### src/rtl/usb_buffer_pkg.sv
// Shared definitions for the USB endpoint packet FIFO: default sizes,
// derived-width helpers and the default-depth pointer type.
package usb_buffer_pkg;

   localparam int unsigned DATA_W_DEFAULT = 8;
   localparam int unsigned DEPTH_DEFAULT  = 64;

   // Width needed to count 0..depth committed entries.
   function automatic int unsigned occ_width(input int unsigned depth);
      return $clog2(depth + 1);
   endfunction

   // Address bits plus one wrap bit, so full and empty are distinguishable.
   function automatic int unsigned ptr_width(input int unsigned depth);
      return $clog2(depth) + 1;
   endfunction

   typedef logic [ptr_width(DEPTH_DEFAULT)-1:0] ptr_t;

endpackage

### src/rtl/usb_packet_fifo_ram.sv
// Storage array for the packet FIFO: DEPTH x DATA_W, one synchronous write
// port and one asynchronous read port. Contents are not reset.
//   clk   : write clock
//   we    : write enable
//   waddr : write address
//   wdata : write data
//   raddr : read address
//   rdata : read data (combinational)
module usb_packet_fifo_ram
   import usb_buffer_pkg::*;
#(
   parameter int unsigned DATA_W = DATA_W_DEFAULT,
   parameter int unsigned DEPTH  = DEPTH_DEFAULT,
   localparam int unsigned AW    = $clog2(DEPTH)
) (
   input  logic              clk,
   input  logic              we,
   input  logic [AW-1:0]     waddr,
   input  logic [DATA_W-1:0] wdata,
   input  logic [AW-1:0]     raddr,
   output logic [DATA_W-1:0] rdata
);

   logic [DATA_W-1:0] mem [DEPTH];

   always_ff @(posedge clk) begin
      if (we) mem[waddr] <= wdata;
   end

   assign rdata = mem[raddr];

endmodule

### src/rtl/usb_packet_fifo.sv
// Circular FIFO between the AHB slave and the USB TX/RX packet engines.
// RX bytes are staged between cmt_ptr and wr_ptr and become readable only
// on RX_Commit; RX_Abort rolls wr_ptr back to cmt_ptr.
// Optional error flags: define USB_PACKET_FIFO_ERR_EN to build them,
// otherwise Overflow_Err/Underflow_Err are tied low.
// Ports:
//   clk, rst                        : clock, async active-high reset
//   Store_TX_Data/TX_Data           : AHB push (committed immediately)
//   Store_RX_Packet_Data/RX_Packet_Data : RX engine push (staged)
//   RX_Commit, RX_Abort             : publish / discard staged RX bytes
//   Get_TX_Packet_Data              : TX engine pop -> TX_Packet_Data
//   Get_RX_Data                     : AHB pop -> RX_Data
//   flush, clear                    : empty FIFO (clear also zeroes outputs/errors)
//   Buffer_Occupancy/Full/Empty     : status flags
//   Overflow_Err, Underflow_Err     : sticky error flags
module usb_packet_fifo
   import usb_buffer_pkg::*;
#(
   parameter int unsigned DATA_W = DATA_W_DEFAULT,
   parameter int unsigned DEPTH  = DEPTH_DEFAULT,
   localparam int unsigned OCC_W = occ_width(DEPTH)
) (
   input  logic              clk,
   input  logic              rst,
   input  logic              Store_TX_Data,
   input  logic [DATA_W-1:0] TX_Data,
   input  logic              Store_RX_Packet_Data,
   input  logic [DATA_W-1:0] RX_Packet_Data,
   input  logic              RX_Commit,
   input  logic              RX_Abort,
   input  logic              Get_TX_Packet_Data,
   input  logic              Get_RX_Data,
   input  logic              flush,
   input  logic              clear,
   output logic [OCC_W-1:0]  Buffer_Occupancy,
   output logic              Buffer_Full,
   output logic              Buffer_Empty,
   output logic [DATA_W-1:0] TX_Packet_Data,
   output logic [DATA_W-1:0] RX_Data,
   output logic              Overflow_Err,
   output logic              Underflow_Err
);

   localparam int unsigned AW    = $clog2(DEPTH);
   localparam int unsigned PTR_W = ptr_width(DEPTH);

   typedef logic [PTR_W-1:0] fifo_ptr_t;

   fifo_ptr_t wr_ptr, cmt_ptr, rd_ptr;
   fifo_ptr_t wr_ptr_n, cmt_ptr_n, rd_ptr_n;
   fifo_ptr_t occ, total;

   logic              drain;
   logic              rx_push, tx_push, push;
   logic              pop_tx, pop_rx;
   logic [DATA_W-1:0] wdata, rdata;

   // Status derived purely from pointer registers.
   assign occ              = cmt_ptr - rd_ptr;
   assign total            = wr_ptr - rd_ptr;
   assign Buffer_Occupancy = OCC_W'(occ);
   assign Buffer_Full      = (total == PTR_W'(DEPTH));
   assign Buffer_Empty     = (occ == '0);

   // Arbitration: clear/flush suppress traffic, RX push beats TX push, TX pop beats RX pop.
   assign drain   = clear | flush;
   assign rx_push = ~drain & ~Buffer_Full & Store_RX_Packet_Data;
   assign tx_push = ~drain & ~Buffer_Full & Store_TX_Data & ~Store_RX_Packet_Data;
   assign push    = rx_push | tx_push;
   assign wdata   = rx_push ? RX_Packet_Data : TX_Data;
   assign pop_tx  = ~drain & ~Buffer_Empty & Get_TX_Packet_Data;
   assign pop_rx  = ~drain & ~Buffer_Empty & Get_RX_Data & ~Get_TX_Packet_Data;

   usb_packet_fifo_ram #(
      .DATA_W (DATA_W),
      .DEPTH  (DEPTH)
   ) u_ram (
      .clk   (clk),
      .we    (push),
      .waddr (wr_ptr[AW-1:0]),
      .wdata (wdata),
      .raddr (rd_ptr[AW-1:0]),
      .rdata (rdata)
   );

   // Next pointers; abort/commit act on the post-push values.
   always_comb begin
      wr_ptr_n  = wr_ptr;
      cmt_ptr_n = cmt_ptr;
      rd_ptr_n  = rd_ptr;
      if (drain) begin
         wr_ptr_n  = '0;
         cmt_ptr_n = '0;
         rd_ptr_n  = '0;
      end else begin
         if (push)           wr_ptr_n  = wr_ptr + PTR_W'(1);
         if (tx_push)        cmt_ptr_n = cmt_ptr + PTR_W'(1);
         if (pop_tx | pop_rx) rd_ptr_n = rd_ptr + PTR_W'(1);
         if (RX_Abort)       wr_ptr_n  = cmt_ptr_n;
         else if (RX_Commit) cmt_ptr_n = wr_ptr_n;
      end
   end

   // Pointer and output data registers.
   always_ff @(posedge clk or posedge rst) begin
      if (rst) begin
         wr_ptr         <= '0;
         cmt_ptr        <= '0;
         rd_ptr         <= '0;
         TX_Packet_Data <= '0;
         RX_Data        <= '0;
      end else begin
         wr_ptr  <= wr_ptr_n;
         cmt_ptr <= cmt_ptr_n;
         rd_ptr  <= rd_ptr_n;
         if (clear) begin
            TX_Packet_Data <= '0;
            RX_Data        <= '0;
         end else begin
            if (pop_tx) TX_Packet_Data <= rdata;
            if (pop_rx) RX_Data        <= rdata;
         end
      end
   end

`ifdef USB_PACKET_FIFO_ERR_EN
   logic ovf_ev, unf_ev;

   // Dropped push: FIFO full or TX byte lost to a simultaneous RX push.
   assign ovf_ev = ~drain & (((Store_RX_Packet_Data | Store_TX_Data) & Buffer_Full) |
                             (Store_RX_Packet_Data & Store_TX_Data));
   assign unf_ev = ~drain & (Get_TX_Packet_Data | Get_RX_Data) & Buffer_Empty;

   // Sticky error flags; only clear or reset release them.
   always_ff @(posedge clk or posedge rst) begin
      if (rst) begin
         Overflow_Err  <= 1'b0;
         Underflow_Err <= 1'b0;
      end else if (clear) begin
         Overflow_Err  <= 1'b0;
         Underflow_Err <= 1'b0;
      end else begin
         if (ovf_ev) Overflow_Err  <= 1'b1;
         if (unf_ev) Underflow_Err <= 1'b1;
      end
   end
`else
   assign Overflow_Err  = 1'b0;
   assign Underflow_Err = 1'b0;
`endif

endmodule

### config.mk
export PLATFORM = sky130hd
export DESIGN_NAME = usb_packet_fifo
export DESIGN_NICKNAME = d
export VERILOG_FILES = /design/src/rtl/usb_buffer_pkg.sv /design/src/rtl/usb_packet_fifo_ram.sv /design/src/rtl/usb_packet_fifo.sv
export SDC_FILE = /design/constraint.sdc
export NUM_CORES = 1
export LEC_CHECK = 0
export BUFFER_PORTS_ARGS = -buffer_cell sky130_fd_sc_hd__clkbuf_2
export CAP_MARGIN = 20
export CORE_AREA = 2 2 240 420
export DETAILED_ROUTE_END_ITERATION = 16
export DIE_AREA = 0 0 242 422
export PLACE_DENSITY_LB_ADDON = 0.15
export SLEW_MARGIN = 20
export SYNTH_ARGS = -nofsm -noshare
export SYNTH_HDL_FRONTEND = slang
export SYNTH_HIERARCHICAL = 1
export SYNTH_SLANG_ARGS = --single-unit
### constraint.sdc
create_clock -name clk -period 3.7 [get_ports clk]
set_clock_uncertainty 0.1 [all_clocks]
set_input_delay 0.555 -clock clk [delete_from_list [all_inputs] [get_ports clk]]
set_output_delay 0.555 -clock clk [all_outputs]
set_load 0.1 [all_outputs]
==> results.cfg, run 1 <==
[run_status]
status = completed

[routing]
via_count = 11900
first_pass_iters = 5
dr.first_iter.drc_count = 607
final_antenna_net_count = 0
wl_per_cell_um = 25.01
routed_wl_mm = 69.07
vias_per_cell = 4.310
drc = 0

[clocking]
cts.sinks = 549
clkLatencyLatePin_ps = 600
tritoncts = done
clk_pin_slew_worst_paths_ps = 60
htreeDepth = 2
clock-root-buffer = clkbuf_16
clk_path_buf_depth = 3
numCtsBuffers = 49

[yosys]
netlist_area_um2 = 22550
synthFlopType = edfxtp_1
synthTopCellsByArea = edfxtp_1 (68%), mux4_2 (13%), dfrtp_1 (4.1%)
synth-async-reset-ratio = 0.06740
synth_common_cells = edfxtp_1 (512), mux4_2 (126), nor2_1 (123)
yosysSeqAreaShare = 0.7228
synth_edf_count = 512
yosysUniqueCellTypes = 64
syn_inst = 1199
syn_avg_cell_area_um2 = 18.81
yosys.area.top_type = edfxtp_1
yosys_warnings = 6
ys_seq_elements = 549
synth_top_area_share = 0.6817
yosysMostFrequentCell = edfxtp_1

[final_layout]
finalNonFillerCells = 2762
n_antenna_cell = 0
final_area_um2 = 27320
regArea_um2 = 16310
multiInputGateArea_um2 = 5939
area_growth_pct = 21.12
drive_above_1_share = 0.3197
nets = 1449
fillCellCount = 9929

[place]
place_inst = 2667
io_buffers = 50
dp_hpwl_mm = 46.72
placed_area_um2 = 25560
gp_congestion = 0.7818

[setup_path]
critPathMaxStageDelay_ps = 510
crit_path_end_kind = primary output
arrival_ps = 2920
critPathRequiredTime_ps = 3040
crit_path_start_kind = flop
path_cells = ha_4, fa_2, nand2b_4, a211oi_4, o32ai_2, a311oi_2, buf_4, and2_2, buf_12
crit_fanout = 3
criticalPathCategory = flop to primary output
cpMaxStageDelayCell = dfrtp_4

[timing]
period_share = 0.9668
fin_tns_setup_ps = 0
final.min_clock_period_ps = 3577
slew_headroom = 0.4562
final_hold_viol_count = 0
slew_viol_final = 0
fmax_mhz = 279.5
setup_viol = 0
rsz0062_at_grt = true
worst-slew-pin-transition_ps = 813.7

[run]
maxCapViolCount = 0

[grt]
grt_usage = 0.1344
grt_overflow_total = 0
grt_max_degree = 82
antenna_found_initial = 0
first_global_vias = 13000
grt_pass1_wl_mm = 98.24

[floorplanning]
die_x_um = 242
die_area_um2 = 102100
core-area_um2 = 98780
dieHeight_um = 422
start_util = 0.2283
row_count = 153
pin_count = 53

[power]
leakagePower_nw = 8.715
ir_drop_uv = 565.5
power_per_cell_area_nw_per_um2 = 555.7

[worst_hold_path]
min_path_type = input pin to flop
## final cells by class
| class | count | area share |
|---|---|---|
| sequential | 549 | 0.5972 |
| multi-input combinational | 577 | 0.2174 |
| timing repair buffer | 213 | 0.06229 |
| tap | 1317 | 0.06032 |
| clock buffer | 60 | 0.04874 |
| clock inverter | 29 | 0.01168 |
| inverter | 17 | 0.002336 |
## metrics by stage
| stage | total power (W) | utilization | worst slack [ps] | hold slack [ps] |
|---|---|---|---|---|
| 3_3_place_gp | 0.009968 | 0.2587 | -253.8 | 402.3 |
| 2_1_floorplan | 0.008983 | - | 58.74 | 417.5 |
| 4_1_cts | 0.01541 | 0.2762 | 4.086 | 153.9 |
| 3_5_place_dp | 0.009967 | 0.2587 | 14.57 | 412.5 |
| 5_1_grt | 0.01571 | 0.2765 | -4.897 | 186.1 |
| 6_report | 0.01518 | 0.2765 | 122.7 | 183.2 |
## worst max-delay path, delay by kind of cell (launching register included)
family	cells	cell delay, ps
adders and majority gates	2	580
AOI/OAI and AO/OA	3	580
buffers and inverters	2	340
DFF	1	510
and+or+nand+nor	2	330
## sequential cells by signal, indices dropped and copies added, names as in the netlist
name            cells
rd_ptr              7
RX_Data             8
cmt_ptr             7
wr_ptr              7
u_ram/mem         512
TX_Packet_Data      8
## report_power, final
| group | internal (W) | switching [W] | total, W |
|---|---|---|---|
| Sequential | 0.00687 | 0.0000297 | 0.00690 |
| Combinational | 0.00114 | 0.00177 | 0.00291 |
| Clock | 0.00305 | 0.00232 | 0.00537 |
| Total | 0.0111 | 0.00412 | 0.0152 |
## path summary, 6_finish.rpt
kind                       startpoint                 to  slack (ps)  cells after the start
min in group asynchronous         rst         RX_Data[4]         470                      3
setup / recovery            rd_ptr[0]       Buffer_Empty         120                      9
hold / removal                  flush          rd_ptr[6]         180                      3
max in group asynchronous         rst          wr_ptr[0]        2370                      4
setup reg to reg            rd_ptr[0]  TX_Packet_Data[3]         190                      9
hold reg to reg            RX_Data[3]         RX_Data[3]         430                      2
## placed cells by master, fill, tap and decap left out, types with 10 or more instances in the layout
cell type	Yosys	layout
xnor2_1	14	12
clkbuf_2	0	46
dfrtp_1	37	33
nor2b_1	17	16
clkinv_1	0	10
nor2_1	123	123
clkbuf_16	0	51
nor3_1	16	15
nand2_1	33	33
nand4_1	10	10
mux4_2	126	126
ha_1	15	14
mux2_2	21	21
mux2i_1	43	43
inv_1	17	15
nand2b_1	12	11
buf_4	15	150
buf_12	2	17
o22ai_1	20	20
edfxtp_1	512	512
nand3_1	19	19
## metal layers
layer	share of wire	GRT usage	up-vias
met1	0.35	0.1336	6366
met4	0.028	0.03971	0
met3	0.023	0.01348	76
met2	0.60	0.2841	203
li1	-	-	5258
met5	0	0	-
## cells by family after synthesis
family / after synthesis / share of synthesized area
DFF: 549 / 0.7228
and+or+nand+nor: 252 / 0.05221
muxes: 190 / 0.1554
AOI/OAI and AO/OA: 100 / 0.03506
buffers and inverters: 74 / 0.01825
xor gates and xnor gates: 17 / 0.006935
adders and majority gates: 16 / 0.009209
other: 1 / 0.0001663
## what timing repair did
| item | 4_1_cts | 5_1_grt |
|---|---|---|
| endpoints found under the hold margin | 21 | 0 |
| hold buffers | 1 | 0 |
| gates cloned | 0 | 0 |
| pin swaps | 3 | 4 |
| buffers inserted | 5 | 1 |
| setup endpoints to repair | 2 | 10 |
| gates resized for setup | 6 | 7 |
Note: power is estimated with default switching activity, not from simulation.
==> run 2: changes to the inputs <==
Settings changed: CORE_AREA 2 2 240 420 to 2 2 239 418, DIE_AREA 0 0 242 422 to 0 0 241 420, SKIP_LAST_GASP set to 1, SYNTH_HIERARCHICAL 1 to not set.
==> results.cfg, run 2 <==
[clocking]
numCtsBuffers = 49
cts.sinks = 549
clock-root-buffer = clkbuf_16
clk_path_buf_depth = 3
tritoncts = done
clk_pin_slew_worst_paths_ps = 70
htreeDepth = 2
clkLatencyLatePin_ps = 590

[yosys]
synth_top_area_share = 0.6873
synth_common_cells = edfxtp_1 (512), mux4_2 (112), nor2_1 (106)
yosysSeqAreaShare = 0.7287
synth-async-reset-ratio = 0.06740
syn_avg_cell_area_um2 = 18.44
yosysMostFrequentCell = edfxtp_1
yosys.area.top_type = edfxtp_1
synth_edf_count = 512
syn_inst = 1213
synthTopCellsByArea = edfxtp_1 (69%), mux4_2 (11%), dfrtp_1 (4.1%)
synthFlopType = edfxtp_1
yosysUniqueCellTypes = 71
yosys_warnings = 0
netlist_area_um2 = 22370
ys_seq_elements = 549

[floorplanning]
core-area_um2 = 97750
die_area_um2 = 101200
die_x_um = 241
start_util = 0.2288
dieHeight_um = 420
pin_count = 53
row_count = 152

[setup_path]
endpoint = Buffer_Empty
cpMaxStageDelayCell = dfrtp_1
path_delay_family = simple AND/OR/NAND/NOR gates
crit_fanout = 4
r2r_cells = 10
r2r-end = RX_Data[0]
arrival_ps = 2930
criticalPathCategory = flop to primary output
crit_path_end_kind = primary output
ff2ff_setup_slack_ps = 280
path_buf_inv = 2
worstSetupStartpoint = cmt_ptr[0]
crit_cells = 9
critPathMaxStageDelay_ps = 400
crit_path_start_kind = flop
path_cells = inv_1, ha_1, fa_2, nand2b_2, a21oi_4, xor2_4, nor4_4, and3_4, buf_12
critPathRequiredTime_ps = 3040
reg2reg_from = rd_ptr[0]

[grt]
grt_pass1_wl_mm = 96.73
grt_overflow_total = 0
grt_max_degree = 65
antenna_found_initial = 0
first_global_vias = 12710
grt_usage = 0.1357

[power]
leakagePower_nw = 8.656
ir_drop_uv = 267.2
power_w = 0.01270
power_per_cell_area_nw_per_um2 = 468.0

[routing]
via_count = 11880
vias_per_cell = 4.309
drc = 0
dr.first_iter.drc_count = 758
final_antenna_net_count = 0
first_pass_iters = 5
wl_per_cell_um = 24.85
routed_wl_mm = 68.49

[timing]
final.min_clock_period_ps = 3589
fin_tns_setup_ps = 0
final_hold_viol_count = 0
setup_viol = 0
slew_headroom = 0.5479
fmax_mhz = 278.6
rsz0062_at_grt = true
period_share = 0.9700
worst-slew-pin-transition_ps = 661.0
slew_viol_final = 0

[final_layout]
final_cell_mix = edfxtp_1 (512), buf_4 (139), mux4_2 (112), nor2_1 (105)
largest_reg_flops = 512
reg_top3 = u_ram.mem: 512 flops, RX_Data: 8 flops, TX_Packet_Data: 8 flops
area_growth_pct = 21.31
final_common_cell = edfxtp_1
nets = 1450
top_register = u_ram.mem
drive_above_1_share = 0.3029

[place]
gp_congestion = 0.7783
dp_hpwl_mm = 45.62
io_buffers = 50

[run_status]
status = completed

[worst_hold_path]
min_path_type = input pin to flop

[run]
maxCapViolCount = 0
## run 2: timing repair
| action | in CTS | in global routing |
|---|---|---|
| hold buffers | 0 | 1 |
| pin swaps | 2 | 3 |
| gates cloned | 0 | 0 |
| hold endpoints to repair | 0 | 6 |
| endpoints found under the setup margin | 1 | 9 |
| buffers inserted | 2 | 2 |
| resized for setup | 6 | 5 |
## run 2: power by group
group | leakage (nW) | internal, W | switching (W) | total, W
Clock | 0.788 | 0.00294 | 0.00235 | 0.00529
Sequential | 5.11 | 0.00684 | 0.00000675 | 0.00685
Combinational | 2.76 | 0.000167 | 0.000398 | 0.000564
Total | 8.66 | 0.00994 | 0.00276 | 0.0127
## run 2: cells by family (layout without fill, tap and decap cells)
logic type	Yosys count	in the layout	synth area share
flops	549	549	0.7287
simple gates	220	220	0.04642
mux	171	171	0.1396
compound gates	157	157	0.05129
buf+inv	78	310	0.01566
xor+xnor	21	21	0.008894
fa+ha+maj	16	16	0.009285
other cells	1	3	0.0001676
## run 2: per-layer routing
layer  routed length, um  track usage
met3                1682      0.01189
met2               38560       0.2651
met1               25730       0.1483
met4                2514      0.05231
met5                   0            0
## run 2: cell type report
cell class	instances	area [um^2]
inverters	17	63.81
multi-input cells	587	5822
repair buffers	204	1684
diodes	1	2.502
fillers	9890	70620
clock buffers	57	1299
flip-flops and latches	549	16310
well taps	1309	1638
clock inverters	32	319.1
## run 2: how the worst min path moves through the flow
| stage | from | cells past startpoint | slack [ps] | to |
|---|---|---|---|---|
| floorplan | rd_ptr[6] | 1 | 440 | rd_ptr[6] |
| CTS | rst | 2 | 70 | TX_Packet_Data[3] |
| global placement | TX_Packet_Data[3] | 2 | 410 | TX_Packet_Data[3] |
| global route | RX_Abort | 2 | 200 | wr_ptr[6] |
| finish | RX_Abort | 2 | 190 | wr_ptr[6] |
| detailed placement | RX_Data[0] | 2 | 410 | RX_Data[0] |
## run 2: metrics by stage
| step | util | instance area, um^2 | hold slack, ps | std cells | setup slack, ps |
|---|---|---|---|---|---|
| CTS | 0.2770 | 27070 | 67.54 | 2751 | 4.483 |
| finish | 0.2776 | 27140 | 190.2 | 2756 | 111.0 |
| global placement | 0.2598 | 25400 | 406.6 | 2660 | 245.9 |
| global route | 0.2776 | 27130 | 202.9 | 2755 | -22.40 |
| floorplan | - | 22420 | 436.2 | 1214 | 120.5 |
| detailed placement | 0.2598 | 25400 | 409.8 | 2660 | 218.1 |
==> run 3: changes to the inputs <==
Settings changed: ABC_AREA set to 1, CORE_AREA 2 2 239 418 to 2 2 245 428, CTS_CLUSTER_DIAMETER set to 80, DIE_AREA 0 0 241 420 to 0 0 247 430.
==> results.cfg, run 3 <==
[final_layout]
final_cell_mix = edfxtp_1 (512), nor2_1 (426), o21ai_0 (260), nand2_1 (256), buf_4 (112)
fillCellCount = 10680
final_common_cell = edfxtp_1
regArea_um2 = 16310
area_growth_pct = 19.32
multiInputGateArea_um2 = 6217
largest_reg_flops = 512
nets = 2221
reg_top3 = u_ram.mem: 512 flops, RX_Data: 8 flops, TX_Packet_Data: 8 flops
final_area_um2 = 27990
top_register = u_ram.mem
drive_above_1_share = 0.1392

[timing]
final_hold_viol_count = 0
period_share = 0.9498
fin_tns_setup_ps = 0
worst-slew-pin-transition_ps = 897.5
slew_headroom = 0.4010
final.min_clock_period_ps = 3514
rsz0062_at_grt = false
fmax_mhz = 284.6
setup_viol = 0
slew_viol_final = 0

[clocking]
htreeDepth = 2
clkLatencyLatePin_ps = 620
tritoncts = done
clk_path_buf_depth = 3
clock-root-buffer = clkbuf_16
cts.sinks = 549
numCtsBuffers = 51
clk_pin_slew_worst_paths_ps = 70

[run]
maxCapViolCount = 0

[yosys]
synthFlopType = edfxtp_1
yosysMostFrequentCell = edfxtp_1
muxShareOfSynthArea = 0
ys_seq_elements = 549
netlist_area_um2 = 23460
syn_avg_cell_area_um2 = 11.44
synth-async-reset-ratio = 0.06740
syn_inst = 2050
yosys.area.top_type = edfxtp_1
synthTopCellsByArea = edfxtp_1 (66%), nor2_1 (6.8%), o21ai_0 (5.5%)
synth_simple_gate_area_frac = 0.1419
synth_common_cells = edfxtp_1 (512), nor2_1 (428), nand2_1 (264)
yosysSeqAreaShare = 0.6949
synth_xor_area_frac = 0.005601
synth_top_area_share = 0.6554
yosysUniqueCellTypes = 43
yosys_warnings = 0
synth_edf_count = 512
synth_fa_ha_area_frac = 0.008854
synth_compound_area_frac = 0.1061
synth_top_family_by_area = simple AND/OR/NAND/NOR gates

[floorplanning]
die_area_um2 = 106200
row_count = 156
dieHeight_um = 430
core-area_um2 = 102900
start_util = 0.2280
die_x_um = 247
pin_count = 53

[setup_path]
crit_fanout = 8
critPathMaxStageDelay_ps = 570
arrival_ps = 2860
ff2ff_setup_slack_ps = 320
worstSetupStartpoint = rd_ptr[0]
path_cells = ha_1, fa_1, inv_1, nand3_1, nand2_1, xor2_2, nor2_2, nand3_4, inv_1, buf_12
r2r-end = u_ram.mem[40][3]
r2r_cells = 14
crit_path_start_kind = flop
cpMaxStageDelayCell = dfrtp_4
criticalPathCategory = flop to primary output
cpMostUsedCell = inv_1
crit_path_end_kind = primary output
endpoint = Buffer_Empty
critPathRequiredTime_ps = 3040
reg2reg_from = rd_ptr[1]

[grt]
grt_pass1_wl_mm = 119.7
antenna_found_initial = 1
grt_max_degree = 122
grt_overflow_total = 0
first_global_vias = 16800
grt_usage = 0.1555

[worst_hold_path]
min_path_type = input pin to asynchronous set/reset pin

[place]
placed_area_um2 = 26310
dp_hpwl_mm = 55.30
io_buffers = 50
gp_congestion = 0.8473

[routing]
vias_per_cell = 4.512
final_antenna_net_count = 0
wl_per_cell_um = 23.53
via_count = 16080
drc = 0
routed_wl_mm = 83.86
first_pass_iters = 5
dr.first_iter.drc_count = 1035

[power]
ir_drop_uv = 363.5
power_per_cell_area_nw_per_um2 = 494.5
leakagePower_nw = 9.858

[run_status]
status = completed
[run 3: logic make-up (layout without fill, tap and decap cells)]
| group | count (synthesis) | count (layout) |
|---|---|---|
| AOI/OAI and AO/OA | 436 | 436 |
| and+or+nand+nor | 826 | 826 |
| other | 1 | 3 |
| xor gates and xnor gates | 15 | 15 |
| buffers and inverters | 207 | 376 |
| adders and majority gates | 16 | 16 |
| DFF | 549 | 549 |
[run 3: final cells by class]
cell class | count | share of cell area
diodes | 1 | 0.00008940
clock buffers | 59 | 0.04819
clock inverters | 35 | 0.01033
inverters | 91 | 0.01270
multi-input cells | 1295 | 0.2221
flip-flops and latches | 549 | 0.5826
well taps | 1343 | 0.06003
repair buffers | 191 | 0.06392
[run 3: report_power, final]
part           internal [W]  leakage, nW  switching, W  total [W]
registers           0.00688         5.11     0.0000260    0.00690
clock network       0.00290        0.811       0.00247    0.00537
logic              0.000428         3.93       0.00114    0.00157
total                0.0102         9.86       0.00364     0.0138
[run 3: worst min-delay path by stage]
| stage | to | slack, ps |
|---|---|---|
| finish | wr_ptr[5] | 4 |
| global route | RX_Data[6] | 70 |
| CTS | TX_Packet_Data[3] | 10 |
| detailed placement | RX_Data[1] | 410 |
| global placement | RX_Data[5] | 410 |
| floorplan | rd_ptr[6] | 470 |
[run 3: per-stage QoR]
stage	power, W	std cells	hold slack [ps]	setup slack [ps]	utilization
finish	0.01384	3564	4.141	185.7	0.2721
global route	0.01427	3564	68.90	14.45	0.2721
CTS	0.01401	3562	13.55	8.248	0.2717
detailed placement	0.008630	3468	405.6	276.5	0.2557
global placement	0.008648	3468	408.5	137.4	0.2557
floorplan	0.007915	2051	468.4	142.8	-
[run 3: critical path, delay by kind of cell, from the launching register on]
kind,cells,cell delay (ps)
fa+ha+maj,2,680
flops,1,570
simple gates,4,480
buf+inv,3,400
xor+xnor,1,110
[run 3: layer usage]
metal,wire (um),global-route usage
met5,0,0
met4,3908,0.07071
met3,1696,0.01191
met2,47490,0.3078
met1,30760,0.1626
[run 3: what timing repair did]
item / in CTS / in global routing
hold buffers: 0 / 0
endpoints found under the setup margin: 0 / 1
gates resized for setup: 0 / 5
setup buffers: 0 / 0
